--- src/rtl/id_ex_issue_reg_pkg.sv ---
// rtl/id_ex_issue_reg_pkg.sv - shared pipe types for the decode-to-execute issue register
package id_ex_issue_reg_pkg;

  localparam int ISSUE_DATA_W = 64;
  localparam int ISSUE_ADDR_W = 5;
  localparam int ISSUE_CTRL_W = 32;

  typedef logic [ISSUE_ADDR_W-1:0] creg_addr_t;

  typedef enum logic {
    PASS = 1'b0,
    HELD = 1'b1
  } issue_state_t;

  typedef struct packed {
    logic                    valid;
    logic [ISSUE_DATA_W-1:0] pc;
    creg_addr_t              rd;
    logic [ISSUE_CTRL_W-1:0] ctrl;
    logic [ISSUE_DATA_W-1:0] srca;
    logic [ISSUE_DATA_W-1:0] srcb;
    logic [ISSUE_DATA_W-1:0] csr;
  } issue_data_t;

  typedef struct packed {
    logic                    stall;
    logic                    clear;
    logic                    srca_mux;
    logic                    srcb_mux;
    logic                    csr_mux;
    logic [ISSUE_DATA_W-1:0] srca_fwd;
    logic [ISSUE_DATA_W-1:0] srcb_fwd;
    logic [ISSUE_DATA_W-1:0] csr_fwd;
  } hazard_data_out;

  // Saturating 32-bit increment used by the performance counters.
  function automatic logic [31:0] sat_inc32(input logic [31:0] v);
    return (v == 32'hFFFF_FFFF) ? v : v + 32'd1;
  endfunction

endpackage

--- src/rtl/id_ex_issue_reg_operand_latch.sv ---
// rtl/id_ex_issue_reg_operand_latch.sv - holds forwarded operands across an execute stall
module id_ex_issue_reg_operand_latch #(
  parameter int DATA_W = 64
) (
  input  logic              clk,
  input  logic              reset,
  input  logic              i_capture,
  input  logic              i_clear,
  input  logic [DATA_W-1:0] i_opa,
  input  logic [DATA_W-1:0] i_opb,
  input  logic [DATA_W-1:0] i_csr,
  output logic [DATA_W-1:0] o_opa,
  output logic [DATA_W-1:0] o_opb,
  output logic [DATA_W-1:0] o_csr,
  output logic              o_latch_valid
);

  logic [DATA_W-1:0] r_opa;
  logic [DATA_W-1:0] r_opb;
  logic [DATA_W-1:0] r_csr;
  logic              r_valid;

  // Capture once on entry to the hold; clear wins so a flush never leaves stale operands.
  always_ff @(posedge clk or posedge reset) begin
    if (reset) begin
      r_opa   <= '0;
      r_opb   <= '0;
      r_csr   <= '0;
      r_valid <= 1'b0;
    end else if (i_clear) begin
      r_opa   <= '0;
      r_opb   <= '0;
      r_csr   <= '0;
      r_valid <= 1'b0;
    end else if (i_capture) begin
      r_opa   <= i_opa;
      r_opb   <= i_opb;
      r_csr   <= i_csr;
      r_valid <= 1'b1;
    end
  end

  // Latched copy outranks both the register file value and any live forward.
  always_comb begin
    o_opa         = r_valid ? r_opa : i_opa;
    o_opb         = r_valid ? r_opb : i_opb;
    o_csr         = r_valid ? r_csr : i_csr;
    o_latch_valid = r_valid;
  end

endmodule

--- src/rtl/id_ex_issue_reg.sv ---
// rtl/id_ex_issue_reg.sv - decode-to-execute issue register (optional ID_EX_PERF_EN counters)
module id_ex_issue_reg
  import id_ex_issue_reg_pkg::*;
#(
  parameter int DATA_W = 64,
  parameter int ADDR_W = 5,
  parameter int CTRL_W = 32
) (
  input  logic              clk,
  input  logic              reset,
  input  logic              id_valid,
  input  logic [DATA_W-1:0] id_pc,
  input  logic [ADDR_W-1:0] id_rd,
  input  logic [CTRL_W-1:0] id_ctrl,
  input  logic [DATA_W-1:0] id_srca,
  input  logic [DATA_W-1:0] id_srcb,
  input  logic [DATA_W-1:0] id_csr,
  input  logic              hz_stall,
  input  logic              hz_clear,
  input  logic              hz_srca_mux,
  input  logic              hz_srcb_mux,
  input  logic              hz_csr_mux,
  input  logic [DATA_W-1:0] hz_srca_fwd,
  input  logic [DATA_W-1:0] hz_srcb_fwd,
  input  logic [DATA_W-1:0] hz_csr_fwd,
  input  logic              ex_busy,
  input  logic              flush,
  output logic              id_hold,
  output logic              ex_valid,
  output logic [DATA_W-1:0] ex_pc,
  output logic [ADDR_W-1:0] ex_rd,
  output logic [CTRL_W-1:0] ex_ctrl,
  output logic [DATA_W-1:0] ex_srca,
  output logic [DATA_W-1:0] ex_srcb,
  output logic [DATA_W-1:0] ex_csr
`ifdef ID_EX_PERF_EN
  ,
  output logic [31:0]       perf_bubble_cnt,
  output logic [31:0]       perf_hold_cnt
`endif
);

  issue_state_t      r_state;
  issue_state_t      w_state_nxt;
  logic              r_ex_valid;
  logic [DATA_W-1:0] r_ex_pc;
  logic [ADDR_W-1:0] r_ex_rd;
  logic [CTRL_W-1:0] r_ex_ctrl;
  logic [DATA_W-1:0] r_ex_srca;
  logic [DATA_W-1:0] r_ex_srcb;
  logic [DATA_W-1:0] r_ex_csr;

  logic              w_busy_hold;
  logic              w_stall;
  logic              w_any_hold;
  logic              w_capture;
  logic              w_clear;
  logic              w_latch_valid;
  logic [DATA_W-1:0] w_res_a;
  logic [DATA_W-1:0] w_res_b;
  logic [DATA_W-1:0] w_res_c;
  logic [DATA_W-1:0] w_opa;
  logic [DATA_W-1:0] w_opb;
  logic [DATA_W-1:0] w_csr;

  // Forward muxes and hold qualifiers; an empty execute slot never blocks.
  always_comb begin
    w_res_a     = hz_srca_mux ? hz_srca_fwd : id_srca;
    w_res_b     = hz_srcb_mux ? hz_srcb_fwd : id_srcb;
    w_res_c     = hz_csr_mux  ? hz_csr_fwd  : id_csr;
    w_busy_hold = ex_busy & r_ex_valid;
    w_stall     = hz_stall | hz_clear;
    w_any_hold  = w_busy_hold | w_stall;
    id_hold     = ~reset & ~flush & w_any_hold;
  end

  // Next state plus latch control: latch on entering a busy hold, release on the first free edge.
  always_comb begin
    w_state_nxt = r_state;
    w_capture   = 1'b0;
    w_clear     = flush;
    case (r_state)
      PASS: begin
        if (!flush && w_busy_hold && id_valid) begin
          w_state_nxt = HELD;
          w_capture   = 1'b1;
        end
      end
      HELD: begin
        if (flush) begin
          w_state_nxt = PASS;
        end else if (!w_any_hold) begin
          w_state_nxt = PASS;
          w_clear     = 1'b1;
        end
      end
      default: begin
        w_state_nxt = PASS;
        w_clear     = 1'b1;
      end
    endcase
  end

  id_ex_issue_reg_operand_latch #(
    .DATA_W (DATA_W)
  ) u_operand_latch (
    .clk           (clk),
    .reset         (reset),
    .i_capture     (w_capture),
    .i_clear       (w_clear),
    .i_opa         (w_res_a),
    .i_opb         (w_res_b),
    .i_csr         (w_res_c),
    .o_opa         (w_opa),
    .o_opb         (w_opb),
    .o_csr         (w_csr),
    .o_latch_valid (w_latch_valid)
  );

  // Hold-state register.
  always_ff @(posedge clk or posedge reset) begin
    if (reset) begin
      r_state <= PASS;
    end else begin
      r_state <= w_state_nxt;
    end
  end

  // Pipeline register: flush, then busy hold, then bubble, then normal load.
  always_ff @(posedge clk or posedge reset) begin
    if (reset) begin
      r_ex_valid <= 1'b0;
      r_ex_pc    <= '0;
      r_ex_rd    <= '0;
      r_ex_ctrl  <= '0;
      r_ex_srca  <= '0;
      r_ex_srcb  <= '0;
      r_ex_csr   <= '0;
    end else if (flush || (!w_busy_hold && w_stall)) begin
      r_ex_valid <= 1'b0;
      r_ex_pc    <= '0;
      r_ex_rd    <= '0;
      r_ex_ctrl  <= '0;
      r_ex_srca  <= '0;
      r_ex_srcb  <= '0;
      r_ex_csr   <= '0;
    end else if (!w_busy_hold) begin
      r_ex_valid <= id_valid;
      r_ex_pc    <= id_pc;
      r_ex_rd    <= id_rd;
      r_ex_ctrl  <= id_ctrl;
      r_ex_srca  <= w_opa;
      r_ex_srcb  <= w_opb;
      r_ex_csr   <= w_csr;
    end
  end

  assign ex_valid = r_ex_valid;
  assign ex_pc    = r_ex_pc;
  assign ex_rd    = r_ex_rd;
  assign ex_ctrl  = r_ex_ctrl;
  assign ex_srca  = r_ex_srca;
  assign ex_srcb  = r_ex_srcb;
  assign ex_csr   = r_ex_csr;

`ifdef ID_EX_PERF_EN
  logic [31:0] r_perf_bubble;
  logic [31:0] r_perf_hold;

  // Saturating bubble/hold counters; flush does not clear them.
  always_ff @(posedge clk or posedge reset) begin
    if (reset) begin
      r_perf_bubble <= '0;
      r_perf_hold   <= '0;
    end else if (!flush) begin
      if (w_busy_hold) begin
        r_perf_hold <= sat_inc32(r_perf_hold);
      end else if (w_stall) begin
        r_perf_bubble <= sat_inc32(r_perf_bubble);
      end
    end
  end

  assign perf_bubble_cnt = r_perf_bubble;
  assign perf_hold_cnt   = r_perf_hold;
`else
  logic w_unused;
  assign w_unused = w_latch_valid;
`endif

endmodule

--- config.mk ---
export PLATFORM = sky130hd
export DESIGN_NAME = id_ex_issue_reg
export DESIGN_NICKNAME = d
export VERILOG_FILES = /design/src/rtl/id_ex_issue_reg_pkg.sv /design/src/rtl/id_ex_issue_reg_operand_latch.sv /design/src/rtl/id_ex_issue_reg.sv
export SDC_FILE = /design/constraint.sdc
export NUM_CORES = 1
export LEC_CHECK = 0
export ABC_AREA = 0
export CAP_MARGIN = 0
export CORE_AREA = 2 2 306 308
export DETAILED_ROUTE_END_ITERATION = 8
export DIE_AREA = 0 0 308 310
export GPL_TIMING_DRIVEN = 0
export PLACE_DENSITY_LB_ADDON = 0.2
export SLEW_MARGIN = 20
export SYNTH_ARGS = -nofsm -noshare
export SYNTH_HDL_FRONTEND = slang
export SYNTH_SLANG_ARGS = --single-unit
--- constraint.sdc ---
create_clock -name clk -period 34.3 [get_ports clk]
set_input_delay 3.43 -clock clk [delete_from_list [all_inputs] [get_ports clk]]
set_output_delay 3.43 -clock clk [all_outputs]
set_load 0.03 [all_outputs]
==> out/qor.json <==
{
  "route": {
    "dr.first_iter.drc_count": 1293,
    "drt-wirelength-per-cell_um": 23.9,
    "vias": 19800,
    "drtPass1Iterations": 5,
    "routed_wirelength_um": 97600,
    "drcViolationCount": 0,
    "avgViaCountPerCell": 4.86,
    "drt.antenna.violating_nets": 0
  },
  "global_route": {
    "wire_length_of_the_first_global_routing_pass_um": 140000,
    "grtUsageTotal": 0.198,
    "grt-ovfl-total": 0,
    "grt_max_degree": 106,
    "number_of_global_route_vias_before_repair": 20900,
    "antenna_found_initial": 18
  },
  "place": {
    "placed_cell_area_um2": 31600,
    "gp_routability_congestion": 0.856,
    "port_buffers": 785,
    "place_inst": 3960,
    "dp_hpwl_um": 76500
  },
  "min_path": {
    "min_path_cells": 1,
    "hp-start": "ex_srcb[48]",
    "hold_class": "reg -> reg"
  },
  "critical_path": {
    "worstSetupStartpoint": "ex_busy",
    "cp_data_required_time_ps": 30870,
    "timing.critical_path.cells": "clkdlybuf4s50_1 > a211oi_2 > nor3_1 > clkdlybuf4s50_1",
    "timing.critical_path.slowest_cell_delay_ps": 620,
    "crit_path_end": "id_hold",
    "worst_path_max_delay_cell": "clkdlybuf4s50_1",
    "start_kind": "input pin",
    "worst_path_class_setup": "in -> out",
    "critPathMaxFanout": 4,
    "critical_path_arrival_ps": 5090,
    "reg2reg_slack_ps": 31620,
    "crit-reg2reg-capture": "ex_srcb[8]",
    "critical_path.reg2reg.startpoint": "ex_valid",
    "r2r_cells": 5,
    "cp_common_cell": "clkdlybuf4s50_1",
    "endpoint_kind": "primary output"
  },
  "synth": {
    "synth.distinct_cells": 24,
    "netlist_area_um2": 22000,
    "ys_top_cells_by_area": "dfrtp_1 55%, a22o_1 12%, mux2i_1 8.7%",
    "synth.top_cell.area_share": 0.554,
    "synth_fp_nets": 2467,
    "synth_area_leader_cell": "dfrtp_1",
    "syn_avg_cell_area_um2": 11.2,
    "synth_sequential_area_ratio": 0.554,
    "ys_seq_elements": 488,
    "syn_inst": 1972,
    "synth_warnings": 0
  },
  "clock_tree": {
    "cts_max_level": 2,
    "numClockSinks": 488,
    "clk_path_buf_depth": 3,
    "clkTransAtPathRegs_ps": 60,
    "num_cts_buffers": 58,
    "clock_insertion_delay_worst_skew_ps": 620,
    "cts.repair.resized": 0,
    "postCtsSetupRepairBufs": 0,
    "tritoncts": "built",
    "ctsRootBufferMaster": "clkbuf_16",
    "cts_hold_repair.buffers": 0
  },
  "floorplanning": {
    "die_width_um": 308,
    "die_h_um": 310,
    "io_pins": 790,
    "initial_core_util": 0.238,
    "die_area_um2": 95500,
    "row_count": 112,
    "placeableCoreArea_um2": 92500
  },
  "layout": {
    "register_area_um2": 12200,
    "synthToLayoutAreaGrowth_pct": 53.3,
    "layout.nets": 3318,
    "number_of_non_filler_instances_in_the_completed_layout": 4080,
    "fin_area_um2": 33800,
    "final.fill_count": 9210,
    "final_layout_size_suffix_gt1_frac": 0.0878,
    "multi_input_gate_area_in_the_final_layout_um2": 8670
  },
  "sta": {
    "timing.final.crit_share": 0.248,
    "setup-violations-final": 0,
    "finalWorstPathRequiredPeriod_ps": 8520,
    "max_freq_ghz": 0.117,
    "finalHoldViolations": 0,
    "fin_worst_skew_ps": 24.7,
    "worst_slew_margin_rel": 0.180,
    "setup-tns-final_ps": 0,
    "worst-slew-pin-transition_ps": 1200,
    "final-max-slew-violation-count": 0,
    "rsz_0062_raised_after_global_routing": "no"
  },
  "pwr": {
    "max-vdd-ir-drop_mv": 0.0394,
    "leakagePower_nw": 14.5,
    "power_density_nw_per_um2": 44.3,
    "power.total_mw": 1.49
  },
  "outcome": {
    "status": "finished clean"
  },
  "flow_run": {
    "max_cap_violations": 0
  }
}
## cell families (layout without fill, tap and decap cells)
kind of cell | after synthesis | count (layout) | synth area share
compound gates | 873 | 873 | 0.271
flops | 488 | 488 | 0.554
buf+inv | 217 | 1115 | 0.0524
simple gates | 202 | 202 | 0.0356
mux | 192 | 192 | 0.0872
other cells | 0 | 13 | 0
## registers in the layout, indices dropped and copies added, names as in the netlist
signal                         flops
ex_csr                            64
ex_ctrl                           32
ex_pc                             64
ex_rd                              5
ex_srca                           64
ex_srcb                           64
ex_valid                           1
r_state                            1
u_operand_latch.o_latch_valid      1
u_operand_latch.r_csr             64
u_operand_latch.r_opa             64
u_operand_latch.r_opb             64
## layout make-up
cell class / count / area share
flip-flops and latches: 488 / 0.362
multi-input cells: 1267 / 0.257
repair buffers: 791 / 0.238
clock buffers: 83 / 0.0514
well taps: 1197 / 0.0444
plain buffers: 214 / 0.0338
clock inverters: 24 / 0.0130
diodes: 13 / 0.000963
inverters: 3 / 0.000556
## per-layer routing
layer  part of all wire  GRT usage  vias up
li1                   -          -     9118
met1               0.40      0.235     9821
met2               0.50      0.346      761
met3              0.070     0.0503      139
met4              0.031     0.0691        6
met5            0.00041          0        -
## layout by cell type, fill, tap and decap left out, types with 2 or more instances in the layout
cell type,n
clkbuf_1,70
a211oi_1,192
buf_1,9
clkinv_2,6
buf_6,19
inv_6,2
dfrtp_1,488
bufinv_16,12
nand2_1,193
mux2i_1,192
clkbuf_16,59
nor3_1,2
nor2_1,2
o21ai_0,193
buf_4,13
diode_2,13
a22o_1,293
clkinvlp_4,4
clkdlybuf4s50_1,785
a21oi_1,192
buf_16,6
inv_1,2
clkbuf_8,17
buf_2,109
## worst max-delay path, delay by kind of cell
| kind | cells | cell delay [ps] |
|---|---|---|
| and+or+nand+nor | 1 | 80 |
| AOI/OAI and AO/OA | 1 | 460 |
| buffers and inverters | 2 | 1120 |
## cells in the mapped netlist (all sizes together)
cell type    n
a211oi     193
a21o         1
a21oi      192
a22o       293
and4b        1
buf        151
clkbuf      63
dfrtp      488
inv          3
mux2i      192
nand2      193
nand4b       1
nor2         2
nor2b        1
nor3         2
o21ai      193
o22ai        1
or2          1
or4b         1
## power by group
group	internal [mW]	switching (mW)	leakage (nW)	total (mW)
logic	0.0960	0.106	6.66	0.202
clock network	0.440	0.256	1.06	0.696
registers	0.588	0.00813	6.74	0.596
total	1.12	0.370	14.5	1.49
## through the flow
stage          setup slack (ps)  hold WS, ps   util
2_1_floorplan             17250          487      -
3_3_place_gp              11220          488  0.339
3_5_place_dp              25770          490  0.341
4_1_cts                   25750          506  0.365
5_1_grt                   25700          511  0.365
6_report                  25780          499  0.365
## how the worst min path moves through the flow
stage	slack (ps)	endpoint
after detailed placement	490	ex_rd[3]
final	500	ex_srcb[48]
after global placement	490	ex_pc[6]
after CTS	510	ex_srcb[47]
after floorplan	490	u_operand_latch.o_latch_valid
after global routing	510	ex_pc[13]
Note: power is estimated with default switching activity, not from simulation.
